`src/rtl/poly_add_ctrl_pkg.sv`:
```
// Shared definitions for the polynomial coefficient-wise modular adder.
//   Q          : coefficient modulus
//   CoeffWidth : default coefficient width in bits
//   state_e    : controller FSM state encoding
package poly_add_ctrl_pkg;

  localparam int unsigned Q          = 3329;
  localparam int unsigned CoeffWidth = 12;

  typedef enum logic [1:0] {
    StIdle  = 2'd0,
    StRun   = 2'd1,
    StDrain = 2'd2,
    StDone  = 2'd3
  } state_e;

endpackage

```
`src/rtl/modular_add.sv`:
```
// Combinational modular adder: sum = (a + b) mod Q for a, b < Q.
//   a, b : operands, each below Q
//   sum  : reduced result, always below Q
module modular_add
  import poly_add_ctrl_pkg::*;
#(
  parameter int unsigned data_width = CoeffWidth
) (
  input  logic [data_width-1:0] a,
  input  logic [data_width-1:0] b,
  output logic [data_width-1:0] sum
);

  localparam logic [data_width:0] QExt = (data_width + 1)'(Q);

  logic [data_width:0] raw;
  logic [data_width:0] reduced;

  // Both operands are below Q, so a single conditional subtract is enough.
  always_comb begin
    raw     = {1'b0, a} + {1'b0, b};
    reduced = raw - QExt;
    sum     = (raw >= QExt) ? reduced[data_width-1:0] : raw[data_width-1:0];
  end

endmodule

```
`src/rtl/poly_add_ctrl.sv`:
```
// Sequences C[i] = (A[i] + B[i]) mod Q over n_coeff coefficients held in
// synchronous-read RAM banks, through one shared combinational modular adder.
//   clk, rst           : clock, asynchronous active-high reset
//   start, pause       : run request (IDLE only), read-issue hold
//   rd_en, rd_addr     : shared read port to banks A and B (data next cycle)
//   a_rdata, b_rdata   : bank read data
//   wr_en, wr_addr,
//   wr_data            : bank C write port, two cycles after the read issue
//   busy, done         : run in progress, one-cycle completion pulse
module poly_add_ctrl
  import poly_add_ctrl_pkg::*;
#(
  parameter int unsigned data_width = CoeffWidth,
  parameter int unsigned addr_width = 8,
  parameter int unsigned n_coeff    = 256
) (
  input  logic                  clk,
  input  logic                  rst,
  input  logic                  start,
  input  logic                  pause,
  output logic [addr_width-1:0] rd_addr,
  output logic                  rd_en,
  input  logic [data_width-1:0] a_rdata,
  input  logic [data_width-1:0] b_rdata,
  output logic                  wr_en,
  output logic [addr_width-1:0] wr_addr,
  output logic [data_width-1:0] wr_data,
  output logic                  busy,
  output logic                  done
);

  localparam logic [addr_width-1:0] LastAddr = addr_width'(n_coeff - 1);

  state_e                state_q;
  logic [addr_width-1:0] rd_cnt_q;
  logic                  s1_vld_q;
  logic [addr_width-1:0] s1_addr_q;
  logic                  wr_en_q;
  logic [addr_width-1:0] wr_addr_q;
  logic [data_width-1:0] wr_data_q;
  logic [data_width-1:0] sum;

  modular_add #(
    .data_width(data_width)
  ) u_modular_add (
    .a  (a_rdata),
    .b  (b_rdata),
    .sum(sum)
  );

  always_ff @(posedge clk or posedge rst) begin
    if (rst) begin
      state_q   <= StIdle;
      rd_cnt_q  <= '0;
      s1_vld_q  <= 1'b0;
      s1_addr_q <= '0;
      wr_en_q   <= 1'b0;
      wr_addr_q <= '0;
      wr_data_q <= '0;
    end else begin
      // Stage 1: read data is on the bus while s1_vld_q is high.
      s1_vld_q <= rd_en;
      if (rd_en) begin
        s1_addr_q <= rd_cnt_q;
      end
      // Stage 2: write port holds its last values between writes.
      wr_en_q <= s1_vld_q;
      if (s1_vld_q) begin
        wr_addr_q <= s1_addr_q;
        wr_data_q <= sum;
      end

      unique case (state_q)
        StIdle: begin
          if (start) begin
            state_q  <= StRun;
            rd_cnt_q <= '0;
          end
        end
        StRun: begin
          if (!pause) begin
            // Hold at the last address rather than wrapping.
            if (rd_cnt_q == LastAddr) begin
              state_q <= StDrain;
            end else begin
              rd_cnt_q <= rd_cnt_q + addr_width'(1);
            end
          end
        end
        StDrain: begin
          // Once stage 1 is empty, the only op left is the stage-2 write
          // happening this cycle, so DONE lands one cycle after the last write.
          if (!s1_vld_q) begin
            state_q <= StDone;
          end
        end
        StDone: begin
          state_q <= StIdle;
        end
        default: begin
          state_q <= StIdle;
        end
      endcase
    end
  end

  assign rd_en   = (state_q == StRun) && !pause;
  assign rd_addr = rd_cnt_q;
  assign wr_en   = wr_en_q;
  assign wr_addr = wr_addr_q;
  assign wr_data = wr_data_q;
  assign busy    = (state_q != StIdle);
  assign done    = (state_q == StDone);

endmodule

```
`config.mk`:
```
export PLATFORM = sky130hd
export DESIGN_NAME = poly_add_ctrl
export DESIGN_NICKNAME = d
export VERILOG_FILES = /design/src/rtl/poly_add_ctrl_pkg.sv /design/src/rtl/modular_add.sv /design/src/rtl/poly_add_ctrl.sv
export SDC_FILE = /design/constraint.sdc
export NUM_CORES = 1
export LEC_CHECK = 0
export ABC_CLOCK_PERIOD_IN_PS = 5200
export BUFFER_PORTS_ARGS = -buffer_cell sky130_fd_sc_hd__buf_4
export CAP_MARGIN = 25
export CORE_ASPECT_RATIO = 1.4
export CORE_MARGIN = 2
export CORE_UTILIZATION = 30
export DETAILED_ROUTE_END_ITERATION = 12
export SLEW_MARGIN = 10
export SYNTH_ARGS = -nofsm -noshare
export SYNTH_HDL_FRONTEND = slang
export SYNTH_SLANG_ARGS = --single-unit
```
`constraint.sdc`:
```
create_clock -name clk -period 5.2 [get_ports clk]
set_input_delay 1.04 -clock clk [delete_from_list [all_inputs] [get_ports clk]]
set_output_delay 1.04 -clock clk [all_outputs]
set_load 0.1 [all_outputs]
```
Yosys cells after proc, flatten, opt, wreduce, memory -nomap -nowiden
Cells that the tools add are included.
{ "classes": {"mux": 10, "reduce_logical": 7, "magnitude_cmp": 1, "n_addsub": 3, "eq_ne": 9} }
{ "op_table": {"columns": ["cell", "count"], "rows": [
  ["8-bit 2-to-1 mux", 3],
  ["8-bit one-hot mux with 2 select lines", 1],
  ["12-bit by 12-bit adder with 13-bit output", 1],
  ["13-bit by 12-bit greater-or-equal comparator with 1-bit output, second input constant", 1],
  ["12-bit 2-to-1 mux", 1],
  ["12-bit subtractor, second input constant", 1],
  ["2-bit != test, second input constant", 5],
  ["8-bit by 1-bit adder with 8-bit output, second input constant", 1],
  ["8-bit equality test, second input constant", 1],
  ["2-bit 2-to-1 mux", 4],
  ["2-bit one-hot mux with 4 select lines", 1],
  ["4-bit AND reduction", 2],
  ["2-bit equality test, second input constant", 2],
  ["2-bit nonzero test", 2],
  ["2-bit by 1-bit equality test with 1-bit output, second input constant", 1],
  ["2-bit zero test", 1],
  ["1-bit logical AND", 1],
  ["1-bit zero test", 1]
]} }
{ "totals": {"out_inout_bits": 32, "input_bits": 28, "word_cells": 37, "regBits": 40} }

Depth between registers and ports, before layout
{ "depth": {"word_depth": 4, "depth_mapped": 10, "depth_no_buf": 10} }

Cells and area by module
Synthesis repeated with hierarchy kept, for this count alone.
{ "hier_totals": {"hier_cells": 289, "area_unflattened_um2": 2855.2} }
{ "modules_own_cells": {"columns": ["mod", "seq_area_each_um2", "n_inst", "area_per_inst_um2", "cells_per_inst"], "rows": [
  ["poly_add_ctrl", 1001.0, 1, 1859.3, 156],
  ["modular_add", 0.0, 1, 996.0, 133]
]} }

Worst setup path after synthesis
OpenSTA, ideal clock, no wires.
{ "synth_timing": {"path_type": "input to register", "from": "input port a_rdata[0]", "to": "register wr_data_q[8], in the netlist wr_data[8]", "setup_slack_ps": 1245, "required_ps": 5075, "n_path_buf": 0, "arrival_time_ps": 3830, "setup_time_ps": 125, "path_stages": 10, "path_cell_list": "ha_1 fa_1 a211oi_1 o21ai_0 a221o_1 a211o_1 a2111oi_4 nor3_1 xnor2_1 mux2_2"} }
{ "synth_via": {"elab_chain_cells": 3, "elab_cells_between_ends": 4, "cone_classes": "add/sub (2); order compare (1); mux (1)"} }
{ "synth_lines": {"columns": ["item", "line", "rtl"], "rows": [
  ["start, declared", "poly_add_ctrl.sv:23", "input logic [data_width-1:0] a_rdata,"],
  ["12-bit by 12-bit adder with 13-bit output *", "modular_add.sv:21", "raw = {1'b0, a} + {1'b0, b};"],
  ["12-bit subtractor / 13-bit by 12-bit greater-or-equal comparator with 1-bit output (equally long branches)", "modular_add.sv:22, modular_add.sv:23", null],
  ["12-bit 2-to-1 mux *", "modular_add.sv:23", "sum = (raw >= QExt) ? reduced[data_width-1:0] : raw[data_width-1:0];"],
  ["end signal, assigned", "poly_add_ctrl.sv:70", "wr_data_q <= sum;"],
  ["end, declared", "poly_add_ctrl.sv:40", "logic [data_width-1:0] wr_data_q;"]
]} }
Mark *: on every way between the ends. The rest lies on a longest branch, timed or not.
A chain may end at the register's enable or synchronous reset.

Worst setup path after layout
{ "layout_timing": {"from": "input port a_rdata[0]", "to": "register wr_data_q[2], in the netlist wr_data[2]"} }
Same word-level chain as after synthesis.

==> impl_metrics.yaml <==
power_and_ir_drop:
  power.leakage_nw: 1.55
  pwr-share-clk: 0.145
  p_switching_mw: 1.06
  intPower_uw: 889
  netSwitchingFraction: 0.544
  power_mw: 1.95
  ir_worst_vdd_v: 0.000571
  power_frac_seq: 0.252
  pwr-share-comb: 0.603
  power.density_nw_per_um2: 577
synth:
  syn_avg_cell_area_sq_um: 9.93
  ys.flop_type: "dfrtp_1"
  synth_seq_area_share: 0.375
  synth_top_family_by_area: "compound AO/OA/AOI/OAI gates"
  ys_ff_latch: 40
  synth_top_area_cell: "dfrtp_1"
  synthAdderAreaFrac: 0.101
  yosysTopAreaCellShare: 0.375
  syn_nets: 318
  synthDistinctLibCells: 56
  synth_mux_area_frac: 0.0918
  synth-xor-area-share: 0.0623
  synth_compound_area_frac: 0.185
  netlist_instances: 269
  synthSimpleGateAreaFrac: 0.154
  netlist_area_sq_um: 2670
  synth_edf_count: 0
  yosysWarningCount: 0
  synthArstFlopShare: 1.00
  synth_area_leaders: "dfrtp_1 (37%), ha_1 (9.4%), mux2_2 (8.0%)"
place:
  place_ws_ns: 0.685
  gp_congestion: 0.837
  hpwl_um: 4740
  io_buffers: 59
  dp.cells: 430
  place_area_sq_um: 3240
clock_network:
  clk_pin_slew_ns: 0.06
  postCtsHoldBufs: 0
  htreeDepth: 2
  insertion_delay_ns: 0.28
  cts.sinks: 40
  cts_tree: "built"
  cts_resized: 0
  post_cts_buffers: 0
  cts_max_path_buffers: 2
  cts-root-buf: "clkbuf_16"
  cts_buffers: 5
global_routing:
  grt_pass1_wl_um: 10400
  grt_usage: 0.130
  grt_antenna_before_repair: 0
  grt_pass1_vias: 2271
  grt_overflow_total: 0
  grt_max_degree: 41
final_layout:
  diodes: 0
  final_layout_size_suffix_gt1_frac: 0.298
  finalNonFillerCells: 437
  fin_area_sq_um: 3380
  utilization: 0.392
  finalNetCount: 381
  nFillCells: 867
  areaGrowthSynthToFinish_pct: 26.4
critical_path:
  cp.required_ns: 5.37
  critPathMaxFanout: 8
  crit_type: "in2reg"
  setup.worst_path.start_class: "input port"
  endpoint_kind: "register"
  arrival_ns: 4.44
timing:
  worst_hold_slack_ns: 0.501
  tightest_slew_ns: 0.863
  timing.slew.headroom: 0.415
  fin_crit_ns: 4.27
  rsz0062_at_grt: "no"
  hold_viol_final: 0
  finClkSkew_ns: 0.00420
  slew_violations: 0
  post-route-period-util: 0.822
  setup-violations-final: 0
  final.setup.tns_ns: 0
  fin_ws_ns: 0.926
  max_freq_ghz: 0.234
floorplan:
  dieArea_sq_um: 9690
  dieWidth_um: 83.8
  io_pins: 60
  chipHeight_um: 116
  core_area_sq_um: 8610
  start_util: 0.310
  num_rows: 40
detailed_routing:
  first_iter_violations: 44
  dr.pass1.iters: 4
  vias: 2242
  drc: 0
  drt.antenna.violating_nets: 0
  wl_per_cell_um: 13.8
  routed_wl_um: 6050
  drt-vias-per-instance: 5.13
run_status:
  status: "completed"
min_path:
  min_path_type: "reg2reg"
flow_run:
  max-cap-violations: 0
registers in the layout (all words and copies together) (netlist names):
register and cells:
wr_data 12, rd_addr 8, s1_addr_q 8, wr_addr 8, state_q 2, s1_vld_q 1, wr_en 1
critical path, cell delays in order:
cell      delay [ns]
buf_4           0.11
ha_1            0.23
fa_1            0.42
a211oi_1        0.40
o21ai_0         0.25
a221oi_1        0.50
o21ai_1         0.33
a21oi_1         0.61
nor3b_1         0.13
xnor2_1         0.15
mux2_2          0.27
cell usage after synthesis, drive strengths merged, types with 5 or more instances:
library cell / count
dfrtp: 40
ha: 20
mux2: 20
nor2: 19
a21oi: 17
inv: 15
o21ai: 15
nand2: 13
xnor2: 13
or3: 6
xor2: 6
nand3: 5
power by group through the flow:
stage	Sequential (mW)	Clock (mW)	Combinational, mW
after floorplan	0.988	0	0.433
after global placement	0.496	0	1.17
final	0.491	0.283	1.18
after detailed placement	0.496	0	1.18
after global routing	0.508	0.304	1.25
after CTS	0.493	0.290	1.18
area by class of cell:
class	instances	area [sq um]	share of cell area
clock buffer	6	129	0.0382
multi-input combinational	208	1590	0.471
sequential	40	1000	0.296
timing repair buffer	62	465	0.138
clock inverter	1	5.00	0.00148
inverter	15	56.3	0.0167
tap	105	131	0.0389
cells in the final DEF (no fill, tap or decap), drive strengths merged, types with 3 or more instances in the layout:
cell | Yosys | routed
a21o | 4 | 4
xnor2 | 13 | 13
a31oi | 3 | 3
nand3 | 5 | 5
a21oi | 17 | 17
mux2 | 20 | 20
nor2b | 4 | 4
dfrtp | 40 | 40
or3 | 6 | 6
o21ai | 15 | 15
nor3b | 3 | 3
ha | 20 | 20
or2 | 4 | 4
and3 | 3 | 3
nand2b | 4 | 4
xor2 | 6 | 6
nor4 | 3 | 3
nand2 | 13 | 13
o311ai | 3 | 3
buf | 3 | 62
nor2 | 19 | 19
nand4 | 4 | 4
inv | 15 | 15
a211oi | 4 | 4
clkbuf | 3 | 6
nor3 | 4 | 4
path summary, 6_finish.rpt:
check	to	cells after the start	startpoint	slack, ns
min reg2reg	s1_addr_q[3]	1	s1_addr_q[3]	0.50
min	s1_addr_q[3]	1	s1_addr_q[3]	0.50
max reg2reg	rd_addr[7]	8	state_q[1]	2.67
max in group asynchronous	rd_addr[5]	3	rst	3.98
min in group asynchronous	wr_en	3	rst	0.88
max	wr_data[2]	11	a_rdata[0]	0.93
cells by family after synthesis:
kind of cell | Yosys count
buf+inv | 21
compound gates | 68
simple gates | 78
fa+ha+maj | 21
xor+xnor | 19
flops | 40
mux | 22
metal layers:
layer | track usage | routed length, um
met5 | 0 | 0
met2 | 0.245 | 3220
met4 | 0.0441 | 99
met3 | 0.0207 | 226
met1 | 0.151 | 2500
No activity file was read; power rests on OpenSTA's default activity.
